File: config.mk
export PLATFORM = sky130hd
export DESIGN_NAME = cdb_arbiter
export DESIGN_NICKNAME = d
export VERILOG_FILES = /design/src/rtl/cdb_arbiter.sv
export SDC_FILE = /design/constraint.sdc
export NUM_CORES = 1
export LEC_CHECK = 0
export BUFFER_PORTS_ARGS = -buffer_cell sky130_fd_sc_hd__buf_2
export CORE_MARGIN = 1.5
export CORE_UTILIZATION = 35
export DETAILED_ROUTE_END_ITERATION = 7
export PLACE_DENSITY_LB_ADDON = 0.15
export SETUP_SLACK_MARGIN = 0.4
export SYNTH_ARGS = -nofsm -noshare
export SYNTH_HDL_FRONTEND = slang
export SYNTH_SLANG_ARGS = --single-unit
File: constraint.sdc
create_clock -name clk -period 2 [get_ports clk]
set_input_delay 0.2 -clock clk [delete_from_list [all_inputs] [get_ports clk]]
set_output_delay 0.2 -clock clk [all_outputs]
set_load 0.03 [all_outputs]
File: src/rtl/cdb_arbiter.sv
// Common data bus arbiter: one result per cycle onto a registered broadcast.
// The commit stage outranks every functional unit; functional units are served round-robin.
package cdb_pkg;
    typedef struct packed {
        logic        from_commit;
        logic [5:0]  dest_ROB_entry;
        logic [31:0] result;
    } CDB_packet_t;
endpackage

module cdb_arbiter
    import cdb_pkg::*;
#(
    parameter int unsigned NUM_FU = 4,
    parameter int unsigned PTR_W  = $clog2(NUM_FU)
) (
    input  logic              clk,
    input  logic              reset,
    input  logic [NUM_FU-1:0] fu_valid,
    input  CDB_packet_t       fu_pkt [NUM_FU],
    output logic [NUM_FU-1:0] fu_yumi,
    input  logic              commit_valid,
    input  CDB_packet_t       commit_pkt,
    output logic              commit_yumi,
    input  logic              flush,
    output logic              cdb_valid,
    output CDB_packet_t       cdb_out,
    output logic [PTR_W-1:0]  grant_idx
);

    logic [PTR_W-1:0] rr_ptr_q, rr_ptr_d;
    logic [PTR_W-1:0] grant_idx_q;
    logic [PTR_W-1:0] cand;
    logic [PTR_W-1:0] sel;
    logic             fu_grant;
    logic             cdb_valid_q;
    CDB_packet_t      cdb_out_q;
    CDB_packet_t      grant_pkt;

    // Scan from rr_ptr upward; the first requester found wins.
    always_comb begin
        fu_yumi     = '0;
        commit_yumi = 1'b0;
        fu_grant    = 1'b0;
        sel         = '0;
        cand        = '0;
        if (reset && !flush) begin
            if (commit_valid) begin
                commit_yumi = 1'b1;
            end else begin
                for (int unsigned k = 0; k < NUM_FU; k++) begin
                    cand = PTR_W'((32'(rr_ptr_q) + k) % NUM_FU);
                    if (!fu_grant && fu_valid[cand]) begin
                        fu_grant = 1'b1;
                        sel      = cand;
                    end
                end
                fu_yumi[sel] = fu_grant;
            end
        end
    end

    always_comb begin
        grant_pkt = commit_yumi ? commit_pkt : fu_pkt[sel];
        rr_ptr_d  = PTR_W'((32'(sel) + 1) % NUM_FU);
    end

    always_ff @(posedge clk) begin
        if (!reset) begin
            cdb_valid_q <= 1'b0;
            cdb_out_q   <= '0;
            rr_ptr_q    <= '0;
            grant_idx_q <= '0;
        end else begin
            cdb_valid_q <= commit_yumi | fu_grant;
            if (commit_yumi || fu_grant) begin
                cdb_out_q <= grant_pkt;
            end
            // Commit grants leave the round-robin position untouched.
            if (fu_grant) begin
                rr_ptr_q    <= rr_ptr_d;
                grant_idx_q <= sel;
            end
        end
    end

    assign cdb_valid = cdb_valid_q;
    assign cdb_out   = cdb_out_q;
    assign grant_idx = grant_idx_q;

endmodule
==> flow_summary.yaml <==
outcome:
  status: "complete, but fails checks"
  violations: "DRC"
finish:
  syn_to_final_growth_pct: 69.5
  fin_cells: 792
  diodes: 0
  multi_input_area_mm2: 0.00222
  fin_util: 0.616
  nFillCells: 800
  area.sequential_um2: 888
  layout.nets: 886
  drive_gt1_frac: 0.499
  postLayoutCellArea_mm2: 0.00543
timing:
  fin_hold_ws_ns: 0.156
  report.final.slew_viol_count: 0
  worst_pin_slew_ns: 0.501
  rsz0062_at_grt: "yes"
  setup-violations-final: 0
  slew_headroom: 0.666
  finalCriticalPeriod_ns: 1.83
  clock_skew_ns: 0.0108
  timing.fmax_mhz: 546
  finalSetupTns_ns: 0
  worst_slack_ns: 0.169
  period_share: 0.915
  hold_viol_final: 0
clock_tree:
  cts_tree: "yes"
  ctsHoldBuffers: 0
  clkTransAtPathRegs_ns: 0.10
  cts_made_buffers: 5
  clock_sinks: 44
  clockBufferDepth: 2
  clkLatencyLatePin_ns: 0.31
  cts_max_level: 2
  clockRootBuffer: "clkbuf_8"
floorplan:
  die-area_mm2: 0.00973
  fp-row-count: 34
  fp.dieH_um: 98.6
  boundaryPins: 250
  die_w_um: 98.6
  coreArea_mm2: 0.00881
  start_util: 0.363
placement:
  portBuffers: 249
  dp_cells: 750
  gp_congestion: 0.875
  post_dp_cell_area_mm2: 0.00464
  post-place-ws_ns: 0.125
  place_hpwl_um: 9620
worst_setup_path:
  cp_max_fo: 5
  rrSetupSlack_ns: 0.18
  cp_common_cell: "buf_6"
  worstPathRequired_ns: 1.80
  cp.arrival_ns: 1.63
  endpoint_kind: "primary output"
  reg2reg_from: "rr_ptr_q[0]$_SDFFE_PN0P_"
  reg2reg_depth: 10
  crit_chain: "buf_6 -> nor2b_4 -> nor2_2 -> a2bb2oi_2 -> buf_6 -> nor3b_4 -> buf_6"
  rr_endpoint: "cdb_out[33]$_SDFFE_PN0P_"
  start_kind: "flip-flop"
  cpPeakStageDelay_ns: 0.38
  crit_slowest_cell: "dfxtp_4"
  path_class: "reg2out"
yosys:
  syn_area_mm2: 0.00320
  synth.top_cell.area_share: 0.275
  yosys_register_bits: 44
  synth_area_leader_cell: "dfxtp_1"
  ys_seq_area_frac: 0.275
  synth.distinct_cells: 34
  synth_flop_cell: "dfxtp_1"
  synth_edf_count: 0
  avgSynthCellArea_um2: 7.53
  synthCells: 425
  async_flop_share: 0
  yosysWarnings: 0
  synth_nets: 628
  synth_area_leaders: "dfxtp_1, a222oi_1, o32a_1"
pwr:
  p_per_area_mw_per_mm2: 545
  finalPower_mw: 2.96
  p_leak_nw: 2.43
  peakVddDrop_mv: 0.407
worst_hold_path:
  hp-start: "fu_pkt[99]"
  hold_end: "cdb_out[21]$_SDFFE_PN0P_"
  holdPathStages: 3
  hp-class: "in2reg"
route:
  vias: 4840
  drt_iter0_markers: 532
  drt-wirelength-per-cell_um: 20.4
  ant_nets: 0
  route.detailed.drc: 17
  routed_wl_um: 16200
  drt_first_pass_iters: 8
  via_per_inst: 6.11
global_routing:
  antenna_found_initial: 0
  grt_pass1_vias: 4393
  grt_usage: 0.295
  grt_pass1_wl_um: 22600
  grt_max_degree: 42
  overflow: 0
job:
  drv_cap: 0
## report_power, final
part	internal (mW)	switching, mW
clock	0.372	0.348
sequential	0.961	0.0641
combinational	0.558	0.653
## synth_stat cells (all sizes together), types with 2 or more instances
cell type and n:
o21ai 81, nor2 48, dfxtp 44, nor3 41, o22ai 41, a222oi 39, o32a 39, clkbuf 38
buf 17, nand2 9, a21oi 4, inv 3, nand2b 3, nor2b 3, nor4 2
## final cells by class
cell class,count,area share
Sequential cell,44,0.164
Inverter,3,0.00254
Multi-Input combinational cell,323,0.409
Tap cell,108,0.0249
Clock buffer,6,0.0134
Timing Repair Buffer,306,0.380
Clock inverter,2,0.00646
## what timing repair did
item | CTS | global route
pin swaps | 23 | 17
endpoints found under the setup margin | 43 | 44
setup buffers | 19 | 3
resized for setup | 41 | 10
gates cloned | 9 | 3
## cells by family (layout without fill, tap and decap cells)
kind of cell | count (synthesis) | in the layout | share of synthesized area
DFF | 44 | 44 | 0.275
buffers and inverters | 58 | 317 | 0.0833
AOI/OAI and AO/OA | 212 | 212 | 0.480
and+or+nand+nor | 111 | 111 | 0.161
## state kept, by name, summed over array words and instances, names as in the netlist
register and count:
grant_idx 2, rr_ptr_q 2, cdb_out 39, cdb_valid 1
## worst max-delay path, delay by kind of cell (launching register included)
kind,cells,cell delay [ns]
buffers and inverters,3,0.43
and+or+nand+nor,3,0.35
DFF,1,0.38
AOI/OAI and AO/OA,1,0.15
## how the worst max path moves through the flow
stage / slack [ns] / to / start
2_1_floorplan: 0.41 / fu_yumi[2] / rr_ptr_q[0]$_SDFFE_PN0P_
3_3_place_gp: 0.14 / cdb_out[28]$_SDFFE_PN0P_ / commit_valid
3_5_place_dp: 0.13 / cdb_out[3]$_SDFFE_PN0P_ / flush
4_1_cts: 0.19 / fu_yumi[2] / rr_ptr_q[0]$_SDFFE_PN0P_
5_1_grt: 0.11 / fu_yumi[2] / rr_ptr_q[0]$_SDFFE_PN0P_
6_report: 0.17 / fu_yumi[2] / rr_ptr_q[0]$_SDFFE_PN0P_
## layer usage
| metal | vias to the layer above | share of wire | GRT usage |
|---|---|---|---|
| met5 | - | 0 | 0 |
| met4 | 0 | 0.014 | 0.0912 |
| met3 | 16 | 0.091 | 0.0603 |
| met2 | 288 | 0.52 | 0.540 |
| met1 | 2269 | 0.38 | 0.346 |
| li1 | 2267 | - | - |
## cell usage in the layout, fill, tap and decap left out, types with 2 or more instances in the layout
cell	n
buf_6	13
nor2b_4	2
nor3_1	39
buf_16	8
buf_4	27
o21ai_0	72
buf_2	245
nor2_1	44
nand2_1	7
nand2b_4	3
inv_1	2
clkbuf_16	2
nor2_4	3
o21ai_1	9
clkbuf_8	5
dfxtp_4	2
buf_12	10
a21oi_1	4
o22ai_2	2
a222oi_1	39
o32a_1	39
o22ai_1	39
dfxtp_1	42
Note: power is estimated with default switching activity, not from simulation.
